File: config.mk
export PLATFORM = sky130hd
export DESIGN_NAME = ram_fifo4
export DESIGN_NICKNAME = d
export VERILOG_FILES = /design/src/rtl/ram_pkg.sv /design/src/rtl/ram_regfile_2p.sv /design/src/rtl/ram_fifo4.sv
export SDC_FILE = /design/constraint.sdc
export NUM_CORES = 1
export LEC_CHECK = 0
export CORE_AREA = 2 2 59 61
export CTS_BUF_LIST = sky130_fd_sc_hd__clkbuf_2 sky130_fd_sc_hd__clkbuf_4 sky130_fd_sc_hd__clkbuf_8
export CTS_CLUSTER_DIAMETER = 40
export DETAILED_ROUTE_END_ITERATION = 10
export DIE_AREA = 0 0 61 63
export GPL_TIMING_DRIVEN = 1
export SETUP_SLACK_MARGIN = 0.3
export SYNTH_ARGS = -nofsm -noshare
export SYNTH_HDL_FRONTEND = slang
export SYNTH_SLANG_ARGS = --single-unit
File: constraint.sdc
create_clock -name clk -period 3 [get_ports clk]
set_clock_uncertainty 0.1 [all_clocks]
set_input_delay 0.9 -clock clk [delete_from_list [all_inputs] [get_ports clk]]
set_output_delay 0.9 -clock clk [all_outputs]
set_load 0.05 [all_outputs]
File: src/rtl/ram_pkg.sv
// Shared constants and helpers for the 4-word x 4-bit register RAM stage.
package ram_pkg;

    localparam int RAM_DATA_W = 4;
    localparam int RAM_ADDR_W = 2;
    localparam int RAM_DEPTH  = 1 << RAM_ADDR_W;

    // Wrap-around pointer increment: the last address returns to zero.
    function automatic logic [RAM_ADDR_W-1:0] ptr_inc(input logic [RAM_ADDR_W-1:0] ptr);
        if (ptr == RAM_ADDR_W'(RAM_DEPTH - 1)) begin
            return '0;
        end
        return ptr + RAM_ADDR_W'(1);
    endfunction

endpackage

File: src/rtl/ram_regfile_2p.sv
// DEPTH x DATA_W register array: one synchronous write port and one
// asynchronous read port.
module ram_regfile_2p
    import ram_pkg::*;
#(
    parameter int DATA_W = RAM_DATA_W,
    parameter int ADDR_W = RAM_ADDR_W
) (
    input  logic              clk,
    input  logic              we,
    input  logic [ADDR_W-1:0] waddr,
    input  logic [DATA_W-1:0] wdata,
    input  logic [ADDR_W-1:0] raddr,
    output logic [DATA_W-1:0] rdata
);

    localparam int DEPTH = 1 << ADDR_W;

    logic [DEPTH-1:0]  we_word;
    logic [DATA_W-1:0] mem_q [DEPTH];

    // Decode the write enable into one enable per word.
    always_comb begin
        // NOTE: default every always_comb output first so no path leaves it unassigned (no latch).
        we_word = '0;
        if (we) begin
            we_word[waddr] = 1'b1;
        end
    end

    // Write the addressed word on the clock edge.
    always_ff @(posedge clk) begin
        // NOTE: storage is deliberately not reset; validity is tracked by the pointers and count.
        for (int i = 0; i < DEPTH; i++) begin
            if (we_word[i]) begin
                mem_q[i] <= wdata;
            end
        end
    end

    assign rdata = mem_q[raddr];

endmodule

File: src/rtl/ram_fifo4.sv
// First-word-fall-through FIFO built on the register RAM: owns the pointers,
// occupancy count and valid/ready handshakes on both sides.
module ram_fifo4
    import ram_pkg::*;
#(
    parameter int DATA_W = RAM_DATA_W,
    parameter int ADDR_W = RAM_ADDR_W
) (
    input  logic              clk,
    input  logic              rst,
    input  logic [DATA_W-1:0] wr_data,
    input  logic              wr_valid,
    output logic              wr_ready,
    output logic [DATA_W-1:0] rd_data,
    output logic              rd_valid,
    input  logic              rd_ready,
    output logic [ADDR_W:0]   count,
    output logic              full,
    output logic              empty,
    output logic              clkOut
);

    localparam int              DEPTH    = 1 << ADDR_W;
    localparam logic [ADDR_W:0] CNT_FULL = (ADDR_W + 1)'(DEPTH);
    localparam logic [ADDR_W:0] CNT_ONE  = (ADDR_W + 1)'(1);

    logic [ADDR_W-1:0] wr_ptr_q, wr_ptr_d;
    logic [ADDR_W-1:0] rd_ptr_q, rd_ptr_d;
    logic [ADDR_W:0]   count_q, count_d;
    logic              push, pop;
    logic [DATA_W-1:0] mem_rdata;

    // Status flags come straight from the occupancy count.
    assign full     = (count_q == CNT_FULL);
    assign empty    = (count_q == '0);
    assign wr_ready = ~full;
    assign rd_valid = ~empty;
    assign count    = count_q;

    // A push is refused when full even if a pop happens in the same cycle (no bypass).
    assign push = wr_valid & wr_ready;
    assign pop  = rd_valid & rd_ready;

    // Head word is shown only while valid, so an empty FIFO reads zero.
    assign rd_data = rd_valid ? mem_rdata : '0;

    // LED stage expects the clock echoed like the other RAM-stage blocks.
    assign clkOut = clk;

    ram_regfile_2p #(
        .DATA_W (DATA_W),
        .ADDR_W (ADDR_W)
    ) u_regfile (
        .clk   (clk),
        .we    (push),
        .waddr (wr_ptr_q),
        .wdata (wr_data),
        .raddr (rd_ptr_q),
        .rdata (mem_rdata)
    );

    // Next-state for pointers and count from the accepted handshakes.
    always_comb begin
        wr_ptr_d = wr_ptr_q;
        rd_ptr_d = rd_ptr_q;
        count_d  = count_q;
        if (push) begin
            wr_ptr_d = ptr_inc(wr_ptr_q);
        end
        if (pop) begin
            rd_ptr_d = ptr_inc(rd_ptr_q);
        end
        case ({push, pop})
            2'b10:   count_d = count_q + CNT_ONE;
            2'b01:   count_d = count_q - CNT_ONE;
            default: count_d = count_q;
        endcase
    end

    // Pointer and count registers with asynchronous reset that discards the queue.
    always_ff @(posedge clk or posedge rst) begin
        if (rst) begin
            wr_ptr_q <= '0;
            rd_ptr_q <= '0;
            count_q  <= '0;
        end else begin
            // NOTE: sequential state uses non-blocking assignments so every register samples pre-edge values.
            wr_ptr_q <= wr_ptr_d;
            rd_ptr_q <= rd_ptr_d;
            count_q  <= count_d;
        end
    end

endmodule

==> results of run 1 <==
-- layer usage --
| layer | vias to the layer above | wire length, um | GRT usage | share of wire |
|---|---|---|---|---|
| met3 | 2 | 53 | 0.0414 | 0.030 |
| met4 | 0 | 16 | 0.0571 | 0.0092 |
| met5 | - | 0 | 0 | 0 |
| met2 | 10 | 951 | 0.181 | 0.55 |
| met1 | 299 | 719 | 0.118 | 0.41 |
| li1 | 289 | - | - | - |
-- cell type report --
cell class	count	area, um^2
Fill cell	304	1780
Clock buffer	7	75.1
Timing Repair Buffer	21	225
Clock inverter	1	7.51
Tap cell	46	57.6
Inverter	9	37.5
Sequential cell	23	661
Multi-Input combinational cell	34	384
-- sequential cells by signal (all words and copies together), names as in the netlist --
| name | cells |
|---|---|
| rd_ptr_q | 2 |
| count | 3 |
| u_regfile.mem_q | 16 |
| wr_ptr_q | 2 |
-- kinds of logic after synthesis --
logic type	Yosys count	share of synthesized area
AND/OR/NAND/NOR	15	0.0868
XOR/XNOR	3	0.0243
adder cells (fa/ha/maj)	7	0.0880
multiplexers	9	0.141
flip-flops	23	0.606
buffers and inverters	12	0.0532
-- what timing repair did --
item,CTS,global route
pin swaps,4,1
setup endpoints to repair,9,8
gates resized for setup,30,6
buffers inserted,2,0
-- worst max-delay path by stage --
stage                     startpoint  endpoint
final                            clk    clkOut
after detailed placement         clk    clkOut
after CTS                        clk    clkOut
after floorplan                  clk    clkOut
after global placement           clk    clkOut
after global routing             clk    clkOut
-- worst register-to-register path, delay by kind of cell (launching register included) --
kind / cells / cell delay, ns
xor+xnor: 2 / 0.28
fa+ha+maj: 2 / 0.38
buf+inv: 2 / 0.21
flops: 1 / 0.44
simple gates: 3 / 0.63
-- through the flow --
step / instance area, um^2 / hold WS, ns / setup WS [ns] / setup TNS, ns
6_report: 1450 / 0.418 / 0.165 / 0
5_1_grt: 1450 / 0.431 / 0.159 / 0
4_1_cts: 1440 / 0.421 / 0.131 / 0
3_5_place_dp: 1310 / 0.397 / -0.172 / -0.172
3_3_place_gp: 1310 / 0.385 / -0.172 / -0.172
2_1_floorplan: 1090 / 0.434 / 0.333 / 0
-- cells in the final DEF (no fill, tap or decap), drive strengths merged --
cell type      instances
xnor2                  1
dlygate4sd2            1
xor2                   2
mux2                   4
clkdlybuf4s50          9
fa                     1
nor2                   3
mux2i                  1
and2                   9
or3                    1
buf                   11
edfxtp                16
clkbuf                 5
ha                     6
clkinvlp               2
nor2b                  1
nand3                  1
dlymetal6s2s           1
mux4                   4
dfrtp                  7
inv                    8
clkdlybuf4s15          1
==> results.json, run 1 <==
{
  "clk_latency_ns": 0.42,
  "grt_max_degree": 15,
  "min_from": "count[2]",
  "critPathBufInv": 3,
  "grt_pass1_vias": 657,
  "drt-vias-per-instance": 4.26,
  "crit_path_frequent_cell": "buf_8",
  "worst_slew_pin_slew_ns": 0.501,
  "place.gp.congestion": 0.707,
  "layout.cells.non_filler": 141,
  "ys.flop_type": "edfxtp_1",
  "cp-start-kind": "clock port",
  "wire_per_inst_um": 12.3,
  "die-area_um2": 3840,
  "worstSetupPathType": "clock port to output pin",
  "synth_seq_cells": 23,
  "ys_warn_count": 0,
  "yosysMostFrequentCell": "edfxtp_1",
  "slew_viol_final": 0,
  "layout-drive-gt1-share": 0.411,
  "rows": 21,
  "cpMaxStageDelayCell": "buf_8",
  "route.vias.total": 600,
  "die_h_um": 63,
  "overflow": 0,
  "ctsHoldBuffers": 0,
  "max_slew_margin": 0.665,
  "critPathMaxStageDelay_ns": 0.14,
  "hold-path-endpoint": "count[2]",
  "grt_use_total": 0.110,
  "antenna_cells": 0,
  "regToRegSetupSlack_ns": 0.86,
  "start_util": 0.334,
  "drtAntennaViolNets": 0,
  "fin_util": 0.448,
  "synthTopCellsByArea": "edfxtp_1, dfrtp_1, mux4_2",
  "grt_antenna_before_repair": 0,
  "path_delay_family": "buffers and inverters",
  "outcome": "complete, no violations",
  "hold_viol": 0,
  "io_pins": 20,
  "syn_area_um2": 1080,
  "port_buffers": 19,
  "core_area_um2": 3230,
  "syn_area_per_cell_um2": 15.7,
  "end_kind": "output pin",
  "drt_iter0_drc": 7,
  "tritoncts": "built",
  "path_clk_slew_ns": 0.12,
  "wirelength_um": 1740,
  "worstReg2RegEnd": "count[2]",
  "rsz0062_at_grt": "true",
  "setup_violations": 0,
  "critPathMaxFanout": 2,
  "hp-class": "register to register",
  "synth_cell_types": 21,
  "cp.depth": 3,
  "synth.top_cell.area_share": 0.444,
  "drc": 0,
  "cp_data_required_time_ns": 2.00,
  "synth_fp_nets": 84,
  "holdPathStages": 1,
  "syn2layout_area_growth_pct": 33.9,
  "crit_chain": "buf_8 > buf_8 > buf_8",
  "dp.cells": 132,
  "yosysTopAreaCell": "edfxtp_1",
  "worstReg2RegStart": "count[1]",
  "crit_arrival_ns": 1.83,
  "seq_area_frac_synth": 0.606,
  "synth_common_cells": "edfxtp_1, inv_1, dfrtp_1, ha_1, and2_1",
  "first_pass_iters": 3,
  "synth-async-reset-ratio": 0.304,
  "die_w_um": 61,
  "maxCapViolCount": 0,
  "synth_edf_count": 16,
  "synth_cells": 69,
  "fin_nets": 111,
  "reg2reg_depth": 9,
  "grt_pass1_wl_um": 2920
}
Power of run 1 is not shown: default switching activity piles up to over one toggle a cycle in this logic, so the estimate is an artifact.
==> run 2, diff against run 1 <==
CORE_AREA = 2 2 51 53   (was 2 2 59 61)
DIE_AREA = 0 0 53 55   (was 0 0 61 63)
PLACE_DENSITY = 0.74   (was unset)
clock period = 2.5 ns   (was 3 ns; I/O delays follow)
==> results.json, run 2 (synthesized netlist as in run 1, its figures left out) <==
{
  "outcome": "finished with violations",
  "violations": "setup timing",
  "fillers": 180,
  "first_pass_iters": 2,
  "hold_viol": 0,
  "setup_violations": 4,
  "clk_latency_ns": 0.42,
  "fin_nets": 120,
  "critPathMaxFanout": 5,
  "route.vias.total": 641,
  "rows": 18,
  "path_clk_slew_ns": 0.12,
  "worst_slew_pin_slew_ns": 0.277,
  "min_from": "count[2]",
  "grt_pass1_wl_um": 2900,
  "io_pins": 20,
  "largest_reg_flops": 16,
  "grt_pass1_vias": 669,
  "place.gp.congestion": 0.634,
  "tritoncts": "built",
  "dp_hpwl_um": 1270,
  "wire_per_inst_um": 13.5,
  "fin_area_um2": 1550,
  "final.min_clock_period_ns": 2.55,
  "grt_max_degree": 14,
  "die_w_um": 53,
  "rsz0062_at_grt": "true",
  "drt_iter0_drc": 5,
  "grt_use_total": 0.157,
  "die_h_um": 55,
  "start_util": 0.457,
  "ctsHoldBuffers": 0,
  "drtAntennaViolNets": 0,
  "worstReg2RegStart": "count[0]",
  "regMostFlops": "u_regfile.mem_q",
  "max_slew_margin": 0.816,
  "drt-vias-per-instance": 4.78,
  "layout_commonest_cell": "edfxtp_1",
  "core_area_um2": 2360,
  "maxCapViolCount": 0,
  "layout-drive-gt1-share": 0.567,
  "crit_arrival_ns": 1.70,
  "cp-start-kind": "register",
  "layout_common_cells": "edfxtp_1, buf_8, clkdlybuf4s50_1, buf_4, buf_6",
  "grt_antenna_before_repair": 0,
  "place_area_um2": 1330,
  "hold_ws_ns": 0.436,
  "wirelength_um": 1800,
  "antenna_cells": 0,
  "end_kind": "output pin",
  "regToRegSetupSlack_ns": 0.34,
  "port_buffers": 19,
  "cp_data_required_time_ns": 1.65,
  "slew_viol_final": 0,
  "drc": 0,
  "syn2layout_area_growth_pct": 43.4,
  "fin_ws_ns": -0.0468,
  "fin_crit_sh": 1.02,
  "max_freq_mhz": 393,
  "worstSetupPathType": "register to output pin",
  "die-area_um2": 2920,
  "overflow": 0,
  "startpoint": "rd_ptr_q[0]",
  "hp-class": "register to register"
}
-- run 2: cell count changes in the layout (fill, tap and decap cells not counted), sizes merged --
cell	change
buf	+11
dlymetal6s2s	-1
clkbuf	+2
dlygate4sd2	-1
clkinv	+2
inv	-2
clkdlybuf4s50	-2
-- run 2: per-layer routing --
metal / routed length, um / up-vias / global-route usage
li1: - / 306 / -
met1: 770 / 313 / 0.181
met2: 908 / 15 / 0.248
met3: 66 / 7 / 0.0376
met4: 57 / 0 / 0.137
met5: 0 / - / 0
-- run 2: worst paths after layout --
kind	end	depth (start not counted)
min in group asynchronous	wr_ptr_q[1]	2
setup / recovery	rd_data[1]	3
max in group asynchronous	rd_ptr_q[0]	2
setup reg to reg	count[2]	14
hold / removal	count[2]	1
hold reg to reg	count[2]	1
-- run 2: what timing repair did --
| action | in CTS | in global routing |
|---|---|---|
| pin swaps | 6 | 5 |
| setup endpoints to repair | 13 | 13 |
| setup buffers | 5 | 5 |
| resized for setup | 29 | 17 |
-- run 2: final cells by class --
cell class | count | area (um^2) | share of cell area
Sequential cell | 23 | 661 | 0.426
Multi-Input combinational cell | 34 | 412 | 0.266
Timing Repair Buffer | 30 | 325 | 0.210
Clock buffer | 7 | 63.8 | 0.0412
Inverter | 9 | 46.3 | 0.0299
Tap cell | 30 | 37.5 | 0.0242
Clock inverter | 1 | 5.00 | 0.00323
-- run 2: metrics by stage --
stage | cells | util | worst slack (ns) | TNS (ns)
2_1_floorplan | 69 | - | 0.0919 | 0
3_3_place_gp | 117 | 0.563 | -0.272 | -0.272
3_5_place_dp | 117 | 0.563 | -0.272 | -0.285
4_1_cts | 129 | 0.625 | -0.0738 | -0.311
5_1_grt | 134 | 0.656 | -0.141 | -0.549
6_report | 134 | 0.656 | -0.0468 | -0.166
-- run 2: critical path: stages (launching register included) --
cell and delay, ns:
dfrtp_2 0.47, mux4_2 0.52, and2_4 0.15, buf_8 0.14
Power of run 2 is left out for the same reason.
